`config.mk`:
```
export PLATFORM = sky130hd
export DESIGN_NAME = traffic_request_frontend
export DESIGN_NICKNAME = d
export VERILOG_FILES = /design/src/rtl/traffic_pkg.sv /design/src/rtl/traffic_debounce.sv /design/src/rtl/traffic_request_frontend.sv
export SDC_FILE = /design/constraint.sdc
export NUM_CORES = 1
export LEC_CHECK = 0
export ABC_AREA = 1
export CAP_MARGIN = 40
export CORE_ASPECT_RATIO = 0.5
export CORE_UTILIZATION = 58
export DETAILED_ROUTE_END_ITERATION = 8
export GPL_TIMING_DRIVEN = 0
export PLACE_DENSITY_LB_ADDON = 0.2
export SYNTH_ARGS = -nofsm -noshare
export SYNTH_HDL_FRONTEND = slang
export SYNTH_HIERARCHICAL = 1
export SYNTH_SLANG_ARGS = --single-unit
```
`constraint.sdc`:
```
create_clock -name clk -period 2.41 [get_ports clk]
set_clock_uncertainty 0.2 [all_clocks]
set_input_delay 0.3615 -clock clk [delete_from_list [all_inputs] [get_ports clk]]
set_output_delay 0.3615 -clock clk [all_outputs]
set_load 0.01 [all_outputs]
```
`src/rtl/traffic_pkg.sv`:
```
// Shared definitions between the request frontend and the 4-way light controller.
package traffic_pkg;

    localparam int NUM_DIR = 4;

    localparam int DIR_N = 0;
    localparam int DIR_E = 1;
    localparam int DIR_S = 2;
    localparam int DIR_W = 3;

    typedef enum logic [1:0] {
        IDLE    = 2'd0,
        PENDING = 2'd1,
        SERVING = 2'd2,
        DONE    = 2'd3
    } req_state_e;

    // True when more than one bit of the vector is set.
    function automatic logic multi_hot(input logic [NUM_DIR-1:0] v);
        return (v & (v - NUM_DIR'(1))) != '0;
    endfunction

endpackage

```
`src/rtl/traffic_debounce.sv`:
```
// Single-bit two-flop synchroniser followed by a consecutive-cycle debounce filter.
module traffic_debounce #(
    parameter int DEBOUNCE_CYCLES = 16
) (
    input  logic clk,
    input  logic rst_n,
    input  logic ena,
    input  logic raw_i,
    output logic deb_o
);

    localparam int CW = (DEBOUNCE_CYCLES > 2) ? $clog2(DEBOUNCE_CYCLES) : 1;

    logic          sync1_q;
    logic          sync2_q;
    logic          deb_q;
    logic [CW-1:0] cnt_q;

    // The synchroniser keeps running with ena low so the filter resumes on fresh data.
    always_ff @(posedge clk) begin
        if (!rst_n) begin
            sync1_q <= 1'b0;
            sync2_q <= 1'b0;
            deb_q   <= 1'b0;
            cnt_q   <= '0;
        end else begin
            sync1_q <= raw_i;
            sync2_q <= sync1_q;
            if (ena) begin
                if (sync2_q != deb_q) begin
                    if (cnt_q == CW'(DEBOUNCE_CYCLES - 1)) begin
                        deb_q <= sync2_q;
                        cnt_q <= '0;
                    end else begin
                        cnt_q <= cnt_q + CW'(1);
                    end
                end else begin
                    cnt_q <= '0;
                end
            end
        end
    end

    assign deb_o = deb_q;

endmodule

```
`src/rtl/traffic_request_frontend.sv`:
```
// Debounced per-direction request latching, served-request retirement,
// starvation reporting and multi-green detection.
module traffic_request_frontend
    import traffic_pkg::*;
#(
    parameter int DEBOUNCE_CYCLES = 16,
    parameter int CLEAR_HOLD      = 4,
    parameter int MAX_WAIT        = 255
) (
    input  logic               clk,
    input  logic               rst_n,
    input  logic               ena,
    input  logic               tick,
    input  logic [NUM_DIR-1:0] sensor_raw,
    input  logic [NUM_DIR-1:0] light_green,
    output logic [NUM_DIR-1:0] req_out,
    output logic [NUM_DIR-1:0] starve,
    output logic               conflict_err
);

    localparam int HW = $clog2(CLEAR_HOLD + 1);
    localparam int WW = $clog2(MAX_WAIT + 1);

    logic [NUM_DIR-1:0] deb;
    logic               conflict_q;

    for (genvar i = 0; i < NUM_DIR; i++) begin : g_dir
        req_state_e    state_q, state_d;
        logic [HW-1:0] hold_q, hold_d;
        logic [WW-1:0] wait_q, wait_d;
        logic          req_q;
        logic          starve_q;

        traffic_debounce #(
            .DEBOUNCE_CYCLES (DEBOUNCE_CYCLES)
        ) u_debounce (
            .clk   (clk),
            .rst_n (rst_n),
            .ena   (ena),
            .raw_i (sensor_raw[i]),
            .deb_o (deb[i])
        );

        always_comb begin
            state_d = state_q;
            hold_d  = hold_q;
            wait_d  = wait_q;
            case (state_q)
                IDLE: begin
                    if (deb[i]) state_d = PENDING;
                end
                PENDING: begin
                    if (tick && (wait_q != WW'(MAX_WAIT))) wait_d = wait_q + WW'(1);
                    if (light_green[i]) begin
                        if (CLEAR_HOLD <= 1) begin
                            state_d = DONE;
                        end else begin
                            state_d = SERVING;
                            hold_d  = HW'(1);
                        end
                    end
                end
                SERVING: begin
                    if (!light_green[i]) begin
                        state_d = PENDING;
                        hold_d  = '0;
                    end else if (int'(hold_q) + 1 >= CLEAR_HOLD) begin
                        state_d = DONE;
                        hold_d  = '0;
                    end else begin
                        hold_d = hold_q + HW'(1);
                    end
                end
                DONE: begin
                    if (!light_green[i]) state_d = deb[i] ? PENDING : IDLE;
                end
                default: state_d = IDLE;
            endcase
            if ((state_d == IDLE) || (state_d == DONE)) wait_d = '0;
        end

        // Outputs are decoded from next-state so they line up with the state flops.
        always_ff @(posedge clk) begin
            if (!rst_n) begin
                state_q  <= IDLE;
                hold_q   <= '0;
                wait_q   <= '0;
                req_q    <= 1'b0;
                starve_q <= 1'b0;
            end else if (ena) begin
                state_q  <= state_d;
                hold_q   <= hold_d;
                wait_q   <= wait_d;
                req_q    <= (state_d == PENDING) || (state_d == SERVING);
                starve_q <= (wait_d >= WW'(MAX_WAIT));
            end
        end

        assign req_out[i] = req_q;
        assign starve[i]  = starve_q;
    end

    always_ff @(posedge clk) begin
        if (!rst_n) begin
            conflict_q <= 1'b0;
        end else if (ena && multi_hot(light_green)) begin
            conflict_q <= 1'b1;
        end
    end

    assign conflict_err = conflict_q;

endmodule

```
==> results of run 1 <==
## stage by stage
step	cell area [sq um]	hold WS (ns)
2_1_floorplan	5121	0.1900
3_3_place_gp	5461	0.1935
3_5_place_dp	5461	0.2007
4_1_cts	5812	0.2162
5_1_grt	5814	0.2443
6_report	5814	0.2149
## registers in the layout (all words and copies together), names as in the netlist
| name | count |
|---|---|
| g_dir.hold_q | 12 |
| g_dir.u_debounce/deb_o | 4 |
| g_dir.starve_q | 4 |
| g_dir.wait_q | 32 |
| g_dir.req_q | 4 |
| g_dir.u_debounce/cnt_q | 16 |
| g_dir.state_q | 8 |
| conflict_err | 1 |
| g_dir.u_debounce/sync1_q | 4 |
| g_dir.u_debounce/sync2_q | 4 |
## final cells by class
| class | count | area [sq um] | area share |
|---|---|---|---|
| multi-input cells | 537 | 2803 | 0.4820 |
| plain buffers | 28 | 185.2 | 0.03185 |
| repair buffers | 20 | 198.9 | 0.03422 |
| flip-flops and latches | 89 | 1782 | 0.3064 |
| well taps | 112 | 140.1 | 0.02410 |
| clock inverters | 6 | 116.4 | 0.02001 |
| clock buffers | 10 | 229.0 | 0.03938 |
| inverters | 96 | 360.3 | 0.06198 |
## worst register-to-register path, stage by stage, from the launching register on
cell,delay [ns]
dfxtp_1,0.40
ha_1,0.28
inv_1,0.07
nor2_1,0.12
nand3_2,0.14
nand2_2,0.14
inv_2,0.06
nand2_1,0.05
nand2_1,0.04
nand2_1,0.05
nand2_1,0.06
nor2_1,0.16
nand3_1,0.10
a21oi_1,0.12
## cell families after synthesis
logic type               share of synthesized area
AND/OR/NAND/NOR                             0.3670
buffers and inverters                       0.1048
AO/OA/AOI/OAI                               0.1175
flip-flops                                  0.3479
XOR/XNOR                                   0.02565
adder cells (fa/ha/maj)                    0.02932
multiplexers                              0.007819
## power breakdown
group,internal [mW],leakage (nW),switching (mW)
registers,1.53,0.726,0.0566
logic,0.150,1.65,0.262
clock network,1.02,0.167,0.604
total,2.69,2.54,0.922
## cells in the mapped netlist, types with 2 or more instances
| library cell | number | area [sq um] |
|---|---|---|
| nand2_1 | 184 | 690.7 |
| dfxtp_1 | 89 | 1782 |
| nor2_1 | 89 | 334.1 |
| inv_1 | 88 | 330.3 |
| nand3_1 | 59 | 295.3 |
| a21oi_1 | 50 | 250.2 |
| o21ai_0 | 26 | 130.1 |
| nand4_1 | 21 | 131.4 |
| clkbuf_1 | 12 | 45.04 |
| ha_1 | 12 | 150.1 |
| xor2_1 | 11 | 96.34 |
| buf_4 | 9 | 67.56 |
| nand2_2 | 9 | 56.30 |
| a211oi_1 | 7 | 52.55 |
| inv_2 | 7 | 26.28 |
| nor2_2 | 6 | 37.54 |
| nor3_1 | 6 | 30.03 |
| buf_6 | 5 | 56.30 |
| nand2_4 | 5 | 56.30 |
| nor3_2 | 5 | 50.05 |
| mux2i_1 | 4 | 40.04 |
| nand3_2 | 4 | 40.04 |
| nand4_2 | 4 | 50.05 |
| nor2_4 | 4 | 45.04 |
| o211ai_1 | 4 | 30.03 |
| o21bai_2 | 4 | 45.04 |
| xnor2_1 | 4 | 35.03 |
| a21oi_2 | 3 | 26.28 |
| a31oi_1 | 3 | 18.77 |
| or2_2 | 3 | 18.77 |
| buf_1 | 2 | 7.510 |
| nand3b_1 | 2 | 15.01 |
## per-layer routing
layer  vias up  share of wire
li1       2482              -
met1      2230           0.45
met2       137           0.46
met3        20          0.073
met4         0          0.017
met5         -              0
## worst max path at each step
stage	start	to	slack, ns	cells after the start
floorplan	g_dir[2].wait_q[0]$_SDFFE_PN0P_	g_dir[2].starve_q$_SDFFE_PN0P_	0.68	13
global placement	ena	g_dir[3].wait_q[5]$_SDFFE_PN0P_	-0.54	6
detailed placement	ena	g_dir[1].wait_q[4]$_SDFFE_PN0P_	-0.55	6
CTS	ena	g_dir[1].wait_q[4]$_SDFFE_PN0P_	0.0007	6
global route	ena	g_dir[2].wait_q[5]$_SDFFE_PN0P_	0.03	5
finish	ena	conflict_err$_SDFFE_PN0P_	0.1	5
==> metrics, run 1 <==
status complete, no violations; worst slack at placement -0.5481 ns; maximum vdd drop 0.0004122 V; Die Wd 134.9 um; CP arrival 2.39 ns; Syn Area/Cell 6.828 sq um; reg2reg end g_dir[2].starve_q$_SDFFE_PN0P_; fillers 698; CTS buffer count 9; final setup fails 0; total number of vias 4869; core footprint 0.008288 sq mm; vias in the first global route 4284; diode count 0; hold buffer count at cts 0; Post-synth EDFFs 0; Finished Layout Cells 898; Pleak 2.539 nW; Worst Setup Slack, final 0.09677 ns; final wirelength 11.92 mm; Hold Crit Start g_dir[0].u_debounce/sync1_q$_SDFF_PN0_; global-route wire length before repair 19.72 mm; most common cell after layout, fill and taps aside nand2_1; post-CTS sizing 6; Tcrit/Tclk final 0.9598; critical path launch point type input pin; Post-DP HPWL 8.413 mm; Routed WL per cell 13.27 um; # DRC 0; Async S/R FF share, synth 0; FP Rows 23; grt total ovfl 0; Initial Utilization 0.6179; vias per cell 5.422; post-CTS setup repair buffer count 0; clock slew at reported path FFs 0.06 ns; H-tree depth 3; Crit path required time 2.49 ns; pwr dens 621.9 mW/mm^2; critical path class input pin to flip-flop; P&R area growth vs syn 13.54%; gp weighted congestion 0.9232; worst skew pair latency 0.35 ns; Final TNS setup 0 ns; Buf/Inv on CP 3; register area share after synthesis 0.3479; Inst Count DP 882; Worst-Margin Slew 0.7926 ns; Worst path max stage delay 0.87 ns; CP max-delay cell clkdlybuf4s50_1; Fmax 432.3 MHz; Final Max Tran Viols 0; gr usage total 0.2811; most frequent cells in the layout nand2_1 (184), nor2_1 (89), dfxtp_1 (89); final core utilization 0.7015; Detailed Routing Iterations Pass 1 5; WHS Endpoint g_dir[0].u_debounce/sync2_q$_SDFF_PN0_; Max clock buf depth 2; fin crit period 2.313 ns; CTS tree done; Mapped Area 0.005121 sq mm; antenna violations before repair 0; IO Pins 21; reg2reg start g_dir[2].wait_q[0]$_SDFFE_PN0P_; Tot Pwr 3.616 mW; unrepaired setup endpoints after global routing no; largest delay contributor family on the critical path buffers and inverters; GR peak layer met2; number of synthesized register bits 89; Buffers on Ports 20; DIE HEIGHT 68.45 um; ys flop type dfxtp_1; r2r worst-path depth 13; Sink Count 89; CP Max Fanout 10; Die Area 0.009232 sq mm; met3 GRT Util 0.07556; clk root buf clkbuf_16; met1 usage 0.3450; final antenna-violating net count 0; nets@finish 805; CP cell instances clkdlybuf4s50_1 > clkbuf_1 > clkbuf_2 > nand3_1 > a21oi_1; layout cell share with drive strength beyond 1 0.1196; Worst setup EP type flip-flop; syn nets 774; Min-Delay Path Class flip-flop to flip-flop; met2 Track Usage GR 0.4858; flop-to-flop setup slack 0.32 ns; Hold Crit Depth 2; # Max-Cap Violations 0; Yosys cell types 41; Hold Vio Cnt, Final 0; drt initial violations 396; Ys Warns 6; largest net degree at the start of global routing 24; synthesized instance count 750; relative slew slack 0.4716
(Power assumes the default switching activity.)
==> run 2: changes to the inputs <==
--- a/config.mk
+++ b/config.mk
@@ -7,8 +7,11 @@
 export LEC_CHECK = 0
 export ABC_AREA = 1
 export CAP_MARGIN = 40
+export CELL_PAD_IN_SITES_DETAIL_PLACEMENT = 1
+export CELL_PAD_IN_SITES_GLOBAL_PLACEMENT = 2
 export CORE_ASPECT_RATIO = 0.5
-export CORE_UTILIZATION = 58
+export CORE_UTILIZATION = 36
+export CTS_BUF_LIST = sky130_fd_sc_hd__clkbuf_4
 export DETAILED_ROUTE_END_ITERATION = 8
 export GPL_TIMING_DRIVEN = 0
 export PLACE_DENSITY_LB_ADDON = 0.2
==> metrics, run 2 (synthesis gave the netlist of run 1 again) <==
sequential power share 0.574; Routed WL per cell 14.17 um; Tcrit/Tclk final 0.9247; CP cell instances clkdlybuf4s50_1 > buf_6 > clkbuf_1 > o21ai_0 > nor2_1; register area 0.001782 sq mm; most common cell after layout, fill and taps aside nand2_1; Max clock buf depth 2; Sink Count 89; Net Sw Frac 0.3148; unrepaired setup endpoints after global routing no; FP Rows 30; H-tree depth 3; Buffers on Ports 20; critical path launch point type input pin; Min-Delay Path Class input pin to flip-flop; clock slew at reported path FFs 0.14 ns; Final Max Tran Viols 0; Worst path max stage delay 1.03 ns; drt initial violations 196; gp weighted congestion 0.8182; Buf/Inv on CP 3; CTS buffer count 9; P&R area growth vs syn 10.80%; Hold Vio Cnt, Final 0; total number of vias 4783; largest delay contributor family on the critical path buffers and inverters; # Max-Cap Violations 0; Fmax 448.7 MHz; global-route wire length before repair 23.23 mm; Die Wd 170.7 um; Tot Pwr 2.757 mW; CP Max Fanout 23; largest net degree at the start of global routing 24; final wirelength 13.83 mm; # DRC 0; critical path depth in cells 5; antenna violations before repair 0; Logic pwr share 0.152; Worst-Margin Slew 0.8613 ns; CP max-delay cell clkdlybuf4s50_1; Final TNS setup 0 ns; layout cell share with drive strength beyond 1 0.1122; pwr dens 486.0 mW/mm^2; Initial Utilization 0.3738; Top Registers g_dir.wait_q: 32 flops, g_dir.u_debounce/cnt_q: 16 flops, g_dir.hold_q: 12 flops; vias in the first global route 4703; diode count 0; final setup fails 0; most frequent cells in the layout nand2_1 (184), nor2_1 (89), dfxtp_1 (89); critical path class input pin to flip-flop; clk root buf clkbuf_4; Hold Crit Depth 3; DIE HEIGHT 86.34 um; core footprint 0.01370 sq mm; Worst setup EP type flip-flop; Int Power 1.889 mW; fin crit period 2.228 ns; worst skew pair latency 0.46 ns; grt total ovfl 0; Multi-input gate area 0.002803 sq mm; max reg flops 32; Pleak 2.405 nW; gr usage total 0.2023; Die Area 0.01474 sq mm; Detailed Routing Iterations Pass 1 4; final antenna-violating net count 0; Crit path required time 2.60 ns; Inst Count DP 962; vias per cell 4.901; IO Pins 21; relative slew slack 0.4240; nets@finish 804; r2r worst-path depth 13; status complete, no violations; CTS tree done; final instance area 0.005674 sq mm; Finished Layout Cells 976; fillers 1812; Sw Pwr 867.9 uW; Biggest register g_dir.wait_q; Clk network pwr share 0.274; Post-DP HPWL 10.50 mm; CP arrival 2.42 ns; placed cell area 0.005562 sq mm; maximum vdd drop 0.0002239 V
==> run 2: power by group through the flow <==
stage | Clock, mW | Combinational (mW) | Sequential [mW]
2_1_floorplan | 0 | 0.285 | 1.60
3_3_place_gp | 0 | 0.414 | 1.61
3_5_place_dp | 0 | 0.423 | 1.61
4_1_cts | 0.798 | 0.424 | 1.58
5_1_grt | 0.868 | 0.472 | 1.59
6_report | 0.756 | 0.419 | 1.58
==> run 2: through the flow <==
step,utilization,hold slack [ns],setup WS [ns]
floorplan,-,0.1900,0.6840
global placement,0.4059,0.1935,-0.9333
detailed placement,0.4059,0.2034,-0.9824
CTS,0.4142,0.1753,0.1540
global route,0.4142,0.1848,0.05412
finish,0.4142,0.2094,0.1815
==> run 2: worst paths after layout <==
path / startpoint / endpoint / slack [ns]
worst min register to register: g_dir[0].u_debounce/sync1_q$_SDFF_PN0_ / g_dir[0].u_debounce/sync2_q$_SDFF_PN0_ / 0.23
worst max register to register: g_dir[2].wait_q[0]$_SDFFE_PN0P_ / g_dir[2].starve_q$_SDFFE_PN0P_ / 0.28
worst min-delay path: sensor_raw[2] / g_dir[2].u_debounce/sync1_q$_SDFF_PN0_ / 0.21
worst max-delay path: rst_n / g_dir[2].wait_q[5]$_SDFFE_PN0P_ / 0.18
==> run 2: area by class of cell <==
class | count | share of cell area
Inverter | 96 | 0.06351
Timing Repair Buffer | 20 | 0.03506
Clock buffer | 10 | 0.01323
Clock inverter | 5 | 0.005954
Buffer | 27 | 0.03197
Sequential cell | 89 | 0.3140
Multi-Input combinational cell | 537 | 0.4939
Tap cell | 192 | 0.04234
==> run 2: layer usage <==
metal / vias up / wire, um / track usage
met1: 2254 / 7286 / 0.2770
met5: - / 0 / 0
met4: 0 / 133 / 0.04259
li1: 2477 / - / -
met3: 14 / 347 / 0.03744
met2: 38 / 6061 / 0.3321
==> run 2: timing repair <==
action	in CTS	in global routing
hold endpoints to repair	0	0
gates resized for setup	4	0
hold buffers	0	0
setup endpoints to repair	37	0
buffers inserted	0	0
==> run 2: tightest hold or removal path, cell delays in order <==
cell and delay [ns]:
clkdlybuf4s50_1 0.39, nand2_1 0.06, inv_1 0.03
==> run 3: changes to the inputs <==
--- a/config.mk
+++ b/config.mk
@@ -15,6 +15,7 @@
 export DETAILED_ROUTE_END_ITERATION = 8
 export GPL_TIMING_DRIVEN = 0
 export PLACE_DENSITY_LB_ADDON = 0.2
+export SLEW_MARGIN = 20
 export SYNTH_ARGS = -nofsm -noshare
 export SYNTH_HDL_FRONTEND = slang
 export SYNTH_HIERARCHICAL = 1
==> metrics, run 3 (synthesis gave the netlist of run 1 again) <==
vias per cell 4.913; Top Registers g_dir.wait_q: 32 flops, g_dir.u_debounce/cnt_q: 16 flops, g_dir.hold_q: 12 flops; Multi-input gate area 0.002803 sq mm; Die Wd 170.7 um; maximum vdd drop 0.0002239 V; FP Rows 30; final setup fails 0; # Max-Cap Violations 0; Detailed Routing Iterations Pass 1 4; final antenna-violating net count 0; clock slew at reported path FFs 0.14 ns; Final Max Tran Viols 0; Die Area 0.01474 sq mm; flop-to-flop setup slack 0.29 ns; fin crit period 2.230 ns; H-tree depth 3; Inst Count DP 962; layout cell share with drive strength beyond 1 0.1134; r2r worst-path depth 13; Biggest register g_dir.wait_q; P&R area growth vs syn 11.09%; diode count 0; clk root buf clkbuf_4; max reg flops 32; drt initial violations 210; post-CTS setup repair buffer count 0; largest net degree at the start of global routing 24; Final TNS setup 0 ns; critical path launch point type input pin; unrepaired setup endpoints after global routing no; WHS Endpoint g_dir[2].u_debounce/sync1_q$_SDFF_PN0_; gp weighted congestion 0.8182; Pleak 2.413 nW; Min-Delay Path Class input pin to flip-flop; Buffers on Ports 20; Tcrit/Tclk final 0.9255; CTS buffer count 9; CTS tree done; Crit path required time 2.59 ns; reg2reg end g_dir[2].starve_q$_SDFFE_PN0P_; most frequent cells in the layout nand2_1 (184), nor2_1 (89), dfxtp_1 (89); Initial Utilization 0.3738; antenna violations before repair 0; core footprint 0.01370 sq mm; Worst-Margin Slew 0.8356 ns; Sink Count 89; nets@finish 805; CP Max Fanout 10; register area 0.001782 sq mm; Post-DP HPWL 10.50 mm; pwr dens 484.2 mW/mm^2; post-CTS sizing 4; reg2reg start g_dir[2].wait_q[0]$_SDFFE_PN0P_; Finished Layout Cells 977; Hold Crit Depth 3; vias in the first global route 4703; # DRC 0; Worst setup EP type flip-flop; DIE HEIGHT 86.34 um; Hold Crit Start sensor_raw[2]; most common cell after layout, fill and taps aside nand2_1; critical path class input pin to flip-flop; relative slew slack 0.4429; global-route wire length before repair 23.23 mm; Routed WL per cell 14.18 um; Hold Vio Cnt, Final 0; CP arrival 2.41 ns; fillers 1810; grt total ovfl 0; final wirelength 13.85 mm; gr usage total 0.2023; hold buffer count at cts 0; Fmax 448.4 MHz; total number of vias 4800; status complete, no violations; Max clock buf depth 2; worst skew pair latency 0.46 ns; IO Pins 21
run 3: changes by cell type in the layout (fill, tap and decap cells not counted), sizes merged:
cell  previous run  this run
buf             15        16
run 3: report_power, final:
part / switching (mW) / internal [mW] / total, mW / leakage [nW]
clock network: 0.536 / 0.214 / 0.750 / 0.0482
logic: 0.270 / 0.152 / 0.421 / 1.64
registers: 0.0573 / 1.53 / 1.58 / 0.726
run 3: how the worst max path moves through the flow:
stage	startpoint	end	slack (ns)	cells past startpoint
after floorplan	g_dir[2].wait_q[0]$_SDFFE_PN0P_	g_dir[2].starve_q$_SDFFE_PN0P_	0.68	13
after CTS	ena	g_dir[0].wait_q[6]$_SDFFE_PN0P_	0.15	5
after global placement	ena	g_dir[1].wait_q[4]$_SDFFE_PN0P_	-0.93	6
final	ena	g_dir[0].wait_q[6]$_SDFFE_PN0P_	0.18	5
after detailed placement	ena	g_dir[3].wait_q[5]$_SDFFE_PN0P_	-0.98	6
after global routing	g_dir[3].wait_q[0]$_SDFFE_PN0P_	g_dir[3].starve_q$_SDFFE_PN0P_	0.1	13
run 3: layout make-up:
| cell class | count | share of cell area |
|---|---|---|
| Multi-Input combinational cell | 537 | 0.4926 |
| Inverter | 96 | 0.06334 |
| Buffer | 27 | 0.03189 |
| Sequential cell | 89 | 0.3132 |
| Clock inverter | 5 | 0.005938 |
| Tap cell | 192 | 0.04223 |
| Clock buffer | 10 | 0.01320 |
| Timing Repair Buffer | 21 | 0.03761 |
run 3: critical path, cell delays in order:
cell and delay (ns):
dlygate4sd2_1 0.69, clkbuf_1 0.48, clkbuf_1 0.53, nor2_1 0.13, nor3_2 0.20
run 3: through the flow:
stage,instance area [sq um],setup WS [ns],hold WS (ns),util,total power [mW]
after floorplan,5121,0.6840,0.1900,-,1.885
after global placement,5562,-0.9333,0.1935,0.4059,2.027
after detailed placement,5562,-0.9824,0.2034,0.4059,2.038
after CTS,5674,0.1540,0.1753,0.4142,2.805
after global routing,5689,0.09543,0.1848,0.4153,2.936
final,5689,0.1797,0.2153,0.4153,2.755
run 3: routing by layer:
layer,global-route usage,routed length [um],up-vias
li1,-,-,2480
met1,0.2770,7310,2263
met2,0.3321,6075,44
met3,0.03744,336,13
met4,0.04259,132,0
met5,0,0,-
